--- src/rtl/counter_pkg.sv ---
`default_nettype none
// ============================================================================
// Module   : counter_pkg
// Purpose  : Shared width default and FSM state encoding for the counter
//            load sequencer and its shadow checker.
// Revision : 1.0 - initial release
// ============================================================================
package counter_pkg;

   localparam int WIDTH_DEFAULT = 4;

   // 3-bit state encoding
   localparam logic [2:0] ST_IDLE  = 3'd0;
   localparam logic [2:0] ST_LOAD  = 3'd1;
   localparam logic [2:0] ST_COUNT = 3'd2;
   localparam logic [2:0] ST_DONE  = 3'd3;
   localparam logic [2:0] ST_FLUSH = 3'd4;

   typedef enum logic [2:0] {
      IDLE  = ST_IDLE,
      LOAD  = ST_LOAD,
      COUNT = ST_COUNT,
      DONE  = ST_DONE,
      FLUSH = ST_FLUSH
   } seq_state_t;

endpackage
`default_nettype wire

--- src/rtl/counter_shadow_check.sv ---
`default_nettype none
// ============================================================================
// Module   : counter_shadow_check
// Purpose  : Shadow copy of the external counter value. Loaded when a run is
//            accepted, advanced on every issued increment, and compared with
//            the counter outputs while checking is enabled. Any divergence
//            sets a sticky flag that only clear removes.
// Revision : 1.0 - initial release
// ============================================================================
module counter_shadow_check
   import counter_pkg::*;
#(
   parameter int WIDTH = WIDTH_DEFAULT
) (
   input  logic             clock,
   input  logic             clear,
   input  logic             capture,
   input  logic [WIDTH-1:0] capture_value,
   input  logic             advance,
   input  logic             check_en,
   input  logic [WIDTH-1:0] cnt_value,
   output logic             mismatch
);

   logic [WIDTH-1:0] shadow;

   // Shadow count follows the same load/increment sequence as the counter
   always_ff @(posedge clock) begin
      if (clear) begin
         shadow <= '0;
      end else if (capture) begin
         shadow <= capture_value;
      end else if (advance) begin
         shadow <= shadow + WIDTH'(1);
      end
   end

   // Sticky divergence flag, only evaluated while checking is enabled
   always_ff @(posedge clock) begin
      if (clear) begin
         mismatch <= 1'b0;
      end else if (check_en && (cnt_value != shadow)) begin
         mismatch <= 1'b1;
      end
   end

endmodule
`default_nettype wire

--- src/rtl/counter_load_sequencer.sv ---
`default_nettype none
// ============================================================================
// Module   : counter_load_sequencer
// Purpose  : Control stage for a parallel-load counter. Accepts a start value
//            over valid/ready, issues a one-cycle load, increments until the
//            counter carries out, then reports done and the run length.
//            Abort cancels a run and clears the counter through a FLUSH cycle.
// Revision : 1.0 - initial release
// ============================================================================
module counter_load_sequencer
   import counter_pkg::*;
#(
   parameter int WIDTH = WIDTH_DEFAULT
) (
   input  logic             clock,
   input  logic             clear,
   input  logic             start_valid,
   input  logic [WIDTH-1:0] start_value,
   output logic             start_ready,
   input  logic             pause,
   input  logic             abort,
   input  logic [WIDTH-1:0] cnt_value,
   input  logic             cnt_carry,
   output logic             cnt_clear,
   output logic             cnt_load,
   output logic             cnt_increment,
   output logic [WIDTH-1:0] cnt_data,
   output logic             busy,
   output logic             done,
   output logic             aborted,
   output logic [WIDTH:0]   run_len,
   output logic             mismatch
);

   seq_state_t       state;
   logic [WIDTH-1:0] captured;
   logic             accept;

   assign accept = (state == IDLE) && start_valid;

   // Moore output decode; increment is gated by pause and by abort so that an
   // aborted cycle never advances the counter or the run length
   always_comb begin
      start_ready   = (state == IDLE);
      busy          = (state == LOAD) || (state == COUNT);
      done          = (state == DONE);
      aborted       = (state == FLUSH);
      cnt_load      = (state == LOAD);
      cnt_data      = (state == LOAD) ? captured : '0;
      cnt_increment = (state == COUNT) && !pause && !abort;
      cnt_clear     = clear || (state == FLUSH);
   end

   // Sequencer state, captured start value and run-length accounting
   always_ff @(posedge clock) begin
      if (clear) begin
         state    <= IDLE;
         captured <= '0;
         run_len  <= '0;
      end else begin
         case (state)
            IDLE: begin
               if (start_valid) begin
                  captured <= start_value;
                  run_len  <= '0;
                  state    <= LOAD;
               end
            end
            LOAD: begin
               state <= abort ? FLUSH : COUNT;
            end
            COUNT: begin
               if (abort) begin
                  state <= FLUSH;
               end else if (cnt_increment) begin
                  run_len <= run_len + (WIDTH+1)'(1);
                  // carry with a stalled increment is not a real wrap
                  if (cnt_carry) begin
                     state <= DONE;
                  end
               end
            end
            DONE:    state <= IDLE;
            FLUSH:   state <= IDLE;
            default: state <= IDLE;
         endcase
      end
   end

   counter_shadow_check #(
      .WIDTH (WIDTH)
   ) u_shadow (
      .clock         (clock),
      .clear         (clear),
      .capture       (accept),
      .capture_value (start_value),
      .advance       (cnt_increment),
      .check_en      (state == COUNT),
      .cnt_value     (cnt_value),
      .mismatch      (mismatch)
   );

endmodule
`default_nettype wire

--- config.mk ---
export PLATFORM = sky130hd
export DESIGN_NAME = counter_load_sequencer
export DESIGN_NICKNAME = d
export VERILOG_FILES = /design/src/rtl/counter_pkg.sv /design/src/rtl/counter_shadow_check.sv /design/src/rtl/counter_load_sequencer.sv
export SDC_FILE = /design/constraint.sdc
export NUM_CORES = 1
export LEC_CHECK = 0
export CORE_UTILIZATION = 42
export CTS_BUF_LIST = sky130_fd_sc_hd__clkbuf_8
export CTS_CLUSTER_SIZE = 16
export DETAILED_ROUTE_END_ITERATION = 10
export PLACE_DENSITY = 0.73
export SKIP_CTS_REPAIR_TIMING = 1
export SLEW_MARGIN = 5
export SYNTH_ARGS = -nofsm -noshare
export SYNTH_HDL_FRONTEND = slang
export SYNTH_SLANG_ARGS = --single-unit
--- constraint.sdc ---
create_clock -name clock -period 1.5 [get_ports clock]
set_input_delay 0.375 -clock clock [delete_from_list [all_inputs] [get_ports clock]]
set_output_delay 0.375 -clock clock [all_outputs]
set_load 0.005 [all_outputs]
==> metrics.md <==
| Metric | Value |
|---|---|
| Leakage power | 0.000805 µW |
| Pwr Total | 1450 µW |
| Area leader, netlist | dfxtp_1 |
| First-pass GRT wire length | 3930 µm |
| Inst Count DP | 175 |
| Gate power share | 0.399 |
| Row count | 16 |
| Final antenna-violating net count | 0 |
| DP Worst Slack | -0.615 ns |
| 1st-iter DRT viols | 28 |
| Worst min path class | register to register |
| Status | complete, but fails checks |
| Hold Startpoint | captured[2] |
| Antenna violations before repair | 0 |
| Final wirelength | 3470 µm |
| Layout cell share with drive strength beyond 1 | 0.467 |
| Clock-pin transition on the worst setup and hold timing paths | 0.07 ns |
| Core area | 2040 µm² |
| Distinct cells, synth | 38 |
| Rel. slew slack | 0.752 |
| Largest cells by area after synthesis | dfxtp_1 (36%), xnor2_1 (5.6%), a21oi_1 (4.2%), nand2_1 (4.0%), nor2_1 (4.0%) |
| HPWL after DPL | 1690 µm |
| Cell Area, Synth | 945 µm² |
| Number of synthesized flops with an enable pin | 0 |
| Final setup fails | 17 |
| Violated checks | negative setup slack |
| Worst setup path class | register to output port |
| CTS buffer count | 3 |
| Worst Path Required | 1.12 ns |
| Final Util | 0.836 |
| Post-route minimum period | 1.81 ns |
| Synthesis-stage register bit count | 17 |
| Final Hold Viols | 0 |
| WHS | 0.461 ns |
| H-tree levels | 1 |
| Non-filler cells, final | 196 |
| Cell with the most instances after synthesis | dfxtp_1 |
| Seq pwr share | 0.357 |
| Starting Density | 0.463 |
| Via Count | 1,084 |
| Tot GR Track Use | 0.208 |
| Die footprint | 2440 µm² |
| Critical Path AT | 1.43 ns |
| Tcrit/Tclk final | 1.20 |
| RSZ-0062 raised after global routing | yes |
| Die Ht | 49.4 µm |
| Synth Instances | 105 |
| Clock buffer depth | 2 |
| Largest net degree at the start of global routing | 18 |
| Skew-Pair Late Insertion Delay | 0.26 ns |
| Worst Clk Skew | 0.00550 ns |
| Prevailing post-synth register cell | dfxtp_1 |
| DR DRC count | 0 |
| Worst setup EP type | output port |
| Placer Congestion | 0.800 |
| Layout area overhead | 80.8% |
| Ant. Diodes | 0 |
| TritonCTS clock tree | done |
| Worst Setup Start Kind | register |
| CTS sink cnt | 17 |
| Synth warnings | 0 |
| Slew Viols, Final | 0 |
| CTS root buf | clkbuf_8 |
| Worst Path Max Fanout | 4 |
| IO Pins | 31 |
| # port buffers | 30 |
| Area share of the largest cell type after synthesis | 0.360 |
| Per-cell routed wire length | 17.7 µm |
| P_sw | 460 µW |
| Switching fraction of total power | 0.318 |
| Seq/Total Area, Yosys | 0.360 |
| Synth cell count leaders | dfxtp_1 (17), nand2_1 (10), nor2_1 (10) |
| Int Pwr | 986 µW |
| Max IR drop VDD | 0.000777 V |
| Vias in the first global route | 935 |
| Pwr dens | 846 nW/µm² |
| Crit path launch | state[1] |
| FF-to-FF Start | state[1] |
| Vias per inst | 5.53 |
| Max-cap violation count | 0 |
| PnR worst setup slack | -0.307 ns |
| Die Span X | 49.4 µm |
| DRT Pass-1 Iters | 4 |
| Worst-margin pin slew | 0.369 ns |
| Syn_area_per_cell | 9.00 µm² |
| Fmax | 553 MHz |
| Async set-or-reset flop fraction in the synthesized netlist | 0 |
| Syn_nets | 121 |
| Final global-route overflow total | 0 |
| Clock share of power | 0.245 |
| Fin nets | 186 |
worst paths after layout:
path	endpoint	slack (ns)	cells after the start
max	cnt_increment	-0.31	3
min	captured[2]	0.46	2
max reg2reg	run_len[4]	-0.09	7
min reg2reg	captured[2]	0.46	2
per-layer routing:
metal	up-vias	part of all wire	GRT usage
met5	-	0	0
met1	513	0.39	0.243
met3	18	0.051	0.0592
li1	501	-	-
met2	52	0.51	0.381
met4	0	0.044	0.0286
per-stage QoR:
stage	TNS, ns	instance area [µm²]
detailed placement	-6.34	1380
finish	-2.01	1710
global placement	-6.00	1380
floorplan	0	945
global route	-2.98	1710
CTS	-6.49	1420
layout by cell type, fill, tap and decap left out, types with 2 or more instances in the layout:
master           count
buf_4               23
buf_6               14
clkdlybuf4s50_1     13
dfxtp_1             10
nand2_1              9
nor2_1               8
dlymetal6s2s_1       7
a21oi_1              6
xnor2_1              6
dfxtp_2              5
nor3_1               4
clkbuf_2             4
nor3b_4              3
inv_1                3
xor2_1               3
clkbuf_8             3
or2_4                2
nor3_4               2
and3_1               2
and3_4               2
and2_1               2
o2111ai_2            2
nand3_1              2
a21oi_2              2
mux2i_1              2
a211oi_1             2
ha_1                 2
buf_2                2
dfxtp_4              2
registers in the layout, indices dropped and copies added, names as in the netlist:
register	count
captured	4
run_len	5
state	3
u_shadow.mismatch	1
u_shadow.shadow	4
power by group through the flow:
stage,Clock [µW],Combinational [µW],Sequential (µW)
after floorplan,0,193,518
after global placement,0,389,520
after detailed placement,0,396,521
after CTS,348,398,511
after global routing,373,607,519
final,354,576,516
logic make-up after synthesis:
group,count (synthesis),share of synthesized area
AO/OA/AOI/OAI,19,0.135
XOR/XNOR,9,0.0834
adder cells (fa/ha/maj),2,0.0265
buffers and inverters,7,0.0450
flip-flops,17,0.360
multiplexers,2,0.0212
AND/OR/NAND/NOR,49,0.329
worst max-delay path, stage by stage, from the launching register on:
cell and delay, ns:
dfxtp_2 0.35, or3b_4 0.40, nor3_4 0.26, dlymetal6s2s_1 0.17
final cells by class:
type / instances / area [µm²]
inverters: 2 / 7.51
flip-flops and latches: 17 / 354
clock buffers: 3 / 41.3
multi-input cells: 81 / 654
clock inverters: 1 / 3.75
repair buffers: 65 / 613
fillers: 132 / 334
well taps: 27 / 33.8
(Power assumes the default switching activity.)
